**src/rtl/freq_meter.sv**
```systemverilog
// freq_meter: measures the rising-to-rising interval of an asynchronous
// divided clock in clk cycles, classifies it as one of the ratios
// 2/4/8/16 (within +/-TOL) and reports lock after LOCK_N identical results.
//
// Ports:
//   clk          in   sole clock, rising edge
//   rst          in   synchronous active-high reset
//   en           in   measurement enable
//   sig_in       in   asynchronous signal under measurement
//   period       out  last measured interval (CNT_W bits)
//   period_valid out  one-cycle pulse when period updates
//   sel_det      out  decoded divide select of the last valid measurement
//   sel_valid    out  last measurement matched a defined ratio
//   locked       out  LOCK_N consecutive identical sel_det results
//   timeout      out  one-cycle pulse when the counter saturates
module freq_meter #(
    parameter int CNT_W  = 16,
    parameter int LOCK_N = 4,
    parameter int TOL    = 0
) (
    input  logic             clk,
    input  logic             rst,
    input  logic             en,
    input  logic             sig_in,
    output logic [CNT_W-1:0] period,
    output logic             period_valid,
    output logic [1:0]       sel_det,
    output logic             sel_valid,
    output logic             locked,
    output logic             timeout
);

    localparam int MW = $clog2(LOCK_N + 1);
    localparam logic [MW-1:0] LOCK_V = MW'(LOCK_N);

    typedef enum logic [1:0] {IDLE, ARM, MEAS} state_t;

    state_t           state;
    logic             sync1, sync2, prev;
    logic             rise;
    logic [CNT_W-1:0] cnt;
    logic [MW-1:0]    match_cnt;
    logic [MW-1:0]    match_nxt;
    logic             hit;
    logic [1:0]       hit_k;

    // two synchronizer flops then one history flop for edge detection
    always_ff @(posedge clk) begin
        if (rst) begin
            sync1 <= 1'b0;
            sync2 <= 1'b0;
            prev  <= 1'b0;
        end else begin
            sync1 <= sig_in;
            sync2 <= sync1;
            prev  <= sync2;
        end
    end

    assign rise = sync2 & ~prev;

    // classify the running count (the value captured on a rise);
    // k is scanned downward so the lowest matching ratio wins
    always_comb begin
        logic [63:0] p64, tgt, lo, hi;
        hit   = 1'b0;
        hit_k = 2'd0;
        p64   = 64'(cnt);
        for (int k = 3; k >= 0; k--) begin
            tgt = 64'd2 << k;
            lo  = (tgt > 64'(TOL)) ? tgt - 64'(TOL) : 64'd0;
            hi  = tgt + 64'(TOL);
            if (p64 >= lo && p64 <= hi) begin
                hit   = 1'b1;
                hit_k = 2'(k);
            end
        end
    end

    // next match count when the new result is a valid classification
    always_comb begin
        match_nxt = 1;
        if (sel_valid && hit_k == sel_det)
            match_nxt = (match_cnt == LOCK_V) ? LOCK_V : match_cnt + 1'b1;
    end

    always_ff @(posedge clk) begin
        if (rst) begin
            state        <= IDLE;
            cnt          <= '0;
            match_cnt    <= '0;
            period       <= '0;
            period_valid <= 1'b0;
            sel_det      <= 2'd0;
            sel_valid    <= 1'b0;
            locked       <= 1'b0;
            timeout      <= 1'b0;
        end else begin
            period_valid <= 1'b0;
            timeout      <= 1'b0;
            if (!en) begin
                // results are held; only the measurement state is dropped
                state     <= IDLE;
                cnt       <= '0;
                match_cnt <= '0;
                locked    <= 1'b0;
            end else begin
                case (state)
                    IDLE: state <= ARM;
                    ARM: begin
                        if (rise) begin
                            cnt   <= CNT_W'(1);
                            state <= MEAS;
                        end
                    end
                    MEAS: begin
                        // a rise takes priority over saturation, so an
                        // all-ones interval is still a valid period
                        if (rise) begin
                            period       <= cnt;
                            cnt          <= CNT_W'(1);
                            period_valid <= 1'b1;
                            if (hit) begin
                                sel_det   <= hit_k;
                                sel_valid <= 1'b1;
                                match_cnt <= match_nxt;
                                locked    <= (match_nxt == LOCK_V);
                            end else begin
                                sel_valid <= 1'b0;
                                match_cnt <= '0;
                                locked    <= 1'b0;
                            end
                        end else if (&cnt) begin
                            timeout   <= 1'b1;
                            cnt       <= '0;
                            match_cnt <= '0;
                            locked    <= 1'b0;
                            state     <= ARM;
                        end else begin
                            cnt <= cnt + 1'b1;
                        end
                    end
                    default: state <= IDLE;
                endcase
            end
        end
    end

endmodule

```
**config.mk**
```make
export PLATFORM = sky130hd
export DESIGN_NAME = freq_meter
export DESIGN_NICKNAME = d
export VERILOG_FILES = /design/src/rtl/freq_meter.sv
export SDC_FILE = /design/constraint.sdc
export NUM_CORES = 1
export LEC_CHECK = 0
export CORE_AREA = 2 2 80 90
export CTS_BUF_LIST = sky130_fd_sc_hd__clkbuf_8
export DETAILED_ROUTE_END_ITERATION = 6
export DIE_AREA = 0 0 82 92
export PLACE_DENSITY_LB_ADDON = 0.05
export SLEW_MARGIN = 20
export SYNTH_ARGS = -nofsm -noshare
export SYNTH_HDL_FRONTEND = slang
export SYNTH_SLANG_ARGS = --single-unit
```
**constraint.sdc**
```tcl
create_clock -name clk -period 2.7 [get_ports clk]
set_clock_uncertainty 0.1 [all_clocks]
set_input_delay 0.54 -clock clk [delete_from_list [all_inputs] [get_ports clk]]
set_output_delay 0.54 -clock clk [all_outputs]
set_load 0.01 [all_outputs]
```
# == Yosys cells after proc, flatten, opt, wreduce, memory -nomap -nowiden ==
# Index checks and enable logic that the tools add are counted.
# word_totals
ff_bits,46
inputBits,4
output_inout_bits,22
wordCells,78
# classes
add_sub_neg,2
magnitude_cmp,8
eq_ne,8
muxes,27
n_bitwise,4
n_reduce_logical,17
# ops
op,count
$mux W16,3
$pmux W16 S2,1
$add A16 B1 Y16 const B,1
$ge A16 B2 Y1 const B,1
$ge A16 B3 Y1 const B,1
$ge A16 B4 Y1 const B,1
$ge A16 B5 Y1 const B,1
$le A16 B2 Y1 const B,1
$le A16 B3 Y1 const B,1
$le A16 B4 Y1 const B,1
$le A16 B5 Y1 const B,1
$reduce_and A16 Y1,1
$mux W3,5
$mux W2,7
$mux W1,10
$eq A3 B3 Y1 const B,2
$ne A2 B2 Y1 const B,3
$pmux W2 S3,1
$reduce_and A3 Y1,2
$logic_and A1 B1 Y1,5
$reduce_and A2 Y1,2
$reduce_and A4 Y1,1
$reduce_bool A2 Y1,2
$reduce_or A4 Y1,1
other kinds (9),11

# == Longest topological paths before layout ==
# logic_depth
ltp_word,12
depth_mapped,8
ltp_nobuf,7

# == Least setup slack after synthesis ==
# No wires, ideal clock.
# synth_path
path_kind,reg2reg
startpoint,reg cnt[0]
endpoint,reg match_cnt[0]
setup_ns,0.117
arrival_ns,1.907
required_time_ns,2.483
setup_slack_ns,0.575
path_stages_with_launch,9
path_buffers,1
period_less_slack_ns,2.125
path_cell_list,dfxtp_1 > clkbuf_1 > inv_1 > ha_1 > nand4bb_1 > a2111oi_2 > xnor2_1 > o2111ai_1 > a32o_1
# synth_via
elab_chain_len,11
word_cells_on_any_way,28
cone_classes,8 x order compare; 1 x eq/ne; 11 x mux; 8 x reduce/logical
# synth_rtl
element,line,rtl
from (decl),41,logic [CNT_W-1:0] cnt;
from (signal assigned),140,cnt <= cnt + 1'b1;
$ge A16 B5 Y1 / $le A16 B5 Y1 (equally long branches),73,if (p64 >= lo && p64 <= hi) begin
$logic_and A1 B1 Y1,73,
$mux W2 (4 in a row),73,
$eq A2 B2 Y1,83,if (sel_valid && hit_k == sel_det)
$logic_and A1 B1 Y1,83,
$mux W3,83,
$mux W3,123,if (hit) begin
$mux W3,119,if (rise) begin
to (signal assigned),126,match_cnt <= match_nxt;
to (decl),42,logic [MW-1:0] match_cnt;
# Parallel ways exist; a longest one is shown, timed or not.
# A chain may end at the register's enable or synchronous reset.

# == Worst setup path after layout ==
# layout_path
startpoint,reg cnt[1]
endpoint,reg match_cnt[0]
# Same word-level chain as after synthesis.

==> impl_metrics.env <==
export IMPL_avgSynthCellArea_um2=8.32
export IMPL_tightest_slew_ps=482
export IMPL_synthArstFlopShare=0
export IMPL_ys_seq_area_frac=0.407
export IMPL_worstReg2RegStart="cnt[1]"
export IMPL_insertion_delay_ps=300
export IMPL_min_period_over_period=0.856
export IMPL_cts_htree_levels=2
export IMPL_routed_via_count=2011
export IMPL_yosys_warnings=0
export IMPL_critPathTopFamily="compound AO/OA/AOI/OAI gates"
export IMPL_cap_violations=0
export IMPL_crit_type="flop to flop"
export IMPL_dieArea_um2=7540
export IMPL_n_fill_cell=697
export IMPL_cpPeakStageDelay_ps=430
export IMPL_synth_top_area_cell="dfxtp_1"
export IMPL_synth_most_common_cell="dfxtp_1"
export IMPL_drt_iter0_markers=73
export IMPL_cts_tree="built"
export IMPL_cellPowerDensity_nw_per_um2=418
export IMPL_min_to="sync2"
export IMPL_syn_cell_area_um2=2260
export IMPL_core_area_um2=6730
export IMPL_ioPinCount=26
export IMPL_hold_depth=1
export IMPL_finalSetupTns_ps=0
export IMPL_finalSetupViolCount=0
export IMPL_cp_required_ps=2790
export IMPL_grt_max_degree=25
export IMPL_portBuffers=25
export IMPL_cts_buffers=5
export IMPL_r2r_end="match_cnt[0]"
export IMPL_synth_edf_count=0
export IMPL_synth_area_top_cells="dfxtp_1 (41%), a21oi_1 (6.6%), nor2_1 (6.0%)"
export IMPL_regArea_um2=921
export IMPL_syn_nets=280
export IMPL_grt_pass1_vias=1962
export IMPL_min_path_type="flop to flop"
export IMPL_via_per_inst=5.24
export IMPL_wl_um=5590
export IMPL_post_place_cells=376
export IMPL_antenna_cells=0
export IMPL_gr_total_overflow=0
export IMPL_grt_first_pass_wirelength_um=9360
export IMPL_die_h_um=92
export IMPL_drive_gt1_frac=0.0803
export IMPL_max_slew_margin=0.678
export IMPL_hold_start="sync1"
export IMPL_place_congestion=0.760
export IMPL_root_buffer="clkbuf_8"
export IMPL_drc_errors=0
export IMPL_synth_seq_cells=46
export IMPL_dpl_hpwl_um=3970
export IMPL_slowest_stage="a2111oi_2"
export IMPL_period_needed_ps=2310
export IMPL_antenna_left=0
export IMPL_endpoint_kind="flop"
export IMPL_worst_path_buf_inv=1
export IMPL_synth_common_cells="dfxtp_1 (46), nor2_1 (36), a21oi_1 (30)"
export IMPL_cp_arrival_ps=2410
export IMPL_track_usage=0.161
export IMPL_multi_input_area_um2=1240
export IMPL_clock_sinks=46
export IMPL_status="finished clean"
export IMPL_crit_fanout=8
export IMPL_hold_viol_final=0
export IMPL_synth_top_area_frac=0.407
export IMPL_hold_buffers=0
export IMPL_synthFlopType="dfxtp_1"
export IMPL_start_kind="flop"
export IMPL_wire_per_inst_um=14.6
export IMPL_cts_resized=0
export IMPL_clock_path_buffers=2
export IMPL_stdcell_count=384
export IMPL_antenna_found_initial=0
export IMPL_initial_utilization=0.336
export IMPL_synth_cells=272
export IMPL_row_count=32
export IMPL_areaGrowthSynthToFinish_pct=20.5
export IMPL_r2r_slack_ps=390
export IMPL_final_max_slew_viol_count=0
export IMPL_postCtsSetupBuffers=0
export IMPL_ir_worst_vdd_v=0.000241
export IMPL_power_total_w=0.00114
export IMPL_synth_distinct_cells=45
export IMPL_first_pass_iters=4
export IMPL_fp_dieW_um=82
export IMPL_crit_chain="inv_1, ha_1, nand4bb_1, a2111oi_2, xnor2_1, o2111ai_1, a32o_1"
export IMPL_nets=306
export IMPL_leakagePower_nw=1.06
export IMPL_cts_reportedPaths_clkPinSlew_ps=90
export IMPL_max_freq_ghz=0.432
export IMPL_reg2regPathDepth=7
export IMPL_rsz0062_at_grt="false"
[logic make-up (layout without fill, tap and decap cells)]
logic type | Yosys count | in the layout | share of synthesized area
flops | 46 | 46 | 0.407
fa+ha+maj | 4 | 4 | 0.0221
simple gates | 107 | 107 | 0.251
mux | 10 | 10 | 0.0442
buf+inv | 27 | 54 | 0.0454
xor+xnor | 7 | 7 | 0.0271
compound gates | 71 | 71 | 0.203
[metal layers]
metal / global-route usage / vias to the layer above / wire length (µm)
met4: 0.0653 / 0 / 96
li1: - / 1023 / -
met5: 0 / - / 0
met3: 0.0354 / 7 / 144
met2: 0.265 / 28 / 2760
met1: 0.200 / 953 / 2590
[where the power goes]
group / switching, W / internal (W) / leakage (nW) / total, W
Clock: 0.000238 / 0.000179 / 0.0493 / 0.000417
Combinational: 0.0000222 / 0.0000169 / 0.641 / 0.0000391
Sequential: 0.00000338 / 0.000681 / 0.371 / 0.000684
Total: 0.000263 / 0.000877 / 1.06 / 0.00114
[registers in the layout, summed over array words and instances (netlist names)]
| signal | flops |
|---|---|
| locked | 1 |
| period_valid | 1 |
| timeout | 1 |
| match_cnt | 3 |
| sel_det | 2 |
| cnt | 16 |
| period | 16 |
| sel_valid | 1 |
| prev | 1 |
| state | 2 |
| sync2 | 1 |
| sync1 | 1 |
[area by class of cell]
type / instances / area share
tap: 85 / 0.0390
sequential: 46 / 0.338
clock buffer: 5 / 0.0252
multi-input combinational: 199 / 0.454
inverter: 9 / 0.0124
clock inverter: 3 / 0.00642
timing repair buffer: 37 / 0.125
[cells in the final DEF (no fill, tap or decap), types with 2 or more instances in the layout]
cell type        instances
a211oi_1                 2
a21o_1                   6
a21oi_1                 30
a22o_1                   5
a32o_1                   2
a41oi_1                  2
and3_1                   3
and4_1                   3
buf_4                   12
clkbuf_8                 5
clkdlybuf4s50_1         25
dfxtp_1                 46
ha_1                     4
inv_1                   10
mux2i_1                 10
nand2_1                 15
nand2b_1                 2
nand3_1                  8
nand3b_1                 2
nand4_1                  2
nand4bb_1                3
nor2_1                  36
nor2b_1                  6
nor3_1                  12
o21ai_0                 12
o21bai_1                 2
o31ai_1                  2
or3_1                    6
or4_1                    2
xnor2_1                  3
xor2_1                   4
[how the worst max path moves through the flow]
stage	slack [ps]	start	to	cells after the start
floorplan	580	cnt[0]	match_cnt[0]	8
global placement	150	en	cnt[7]	6
detailed placement	130	en	cnt[7]	6
CTS	380	cnt[1]	match_cnt[0]	7
global route	240	cnt[1]	match_cnt[0]	7
finish	390	cnt[1]	match_cnt[0]	7
[through the flow]
stage	instance area, µm²	setup WS, ps	util	hold slack [ps]
floorplan	2260	575	-	314
global placement	2640	152	0.392	323
detailed placement	2640	130	0.392	324
CTS	2730	381	0.405	346
global route	2730	236	0.405	360
finish	2730	388	0.405	342
Note: power is estimated with default switching activity, not from simulation.
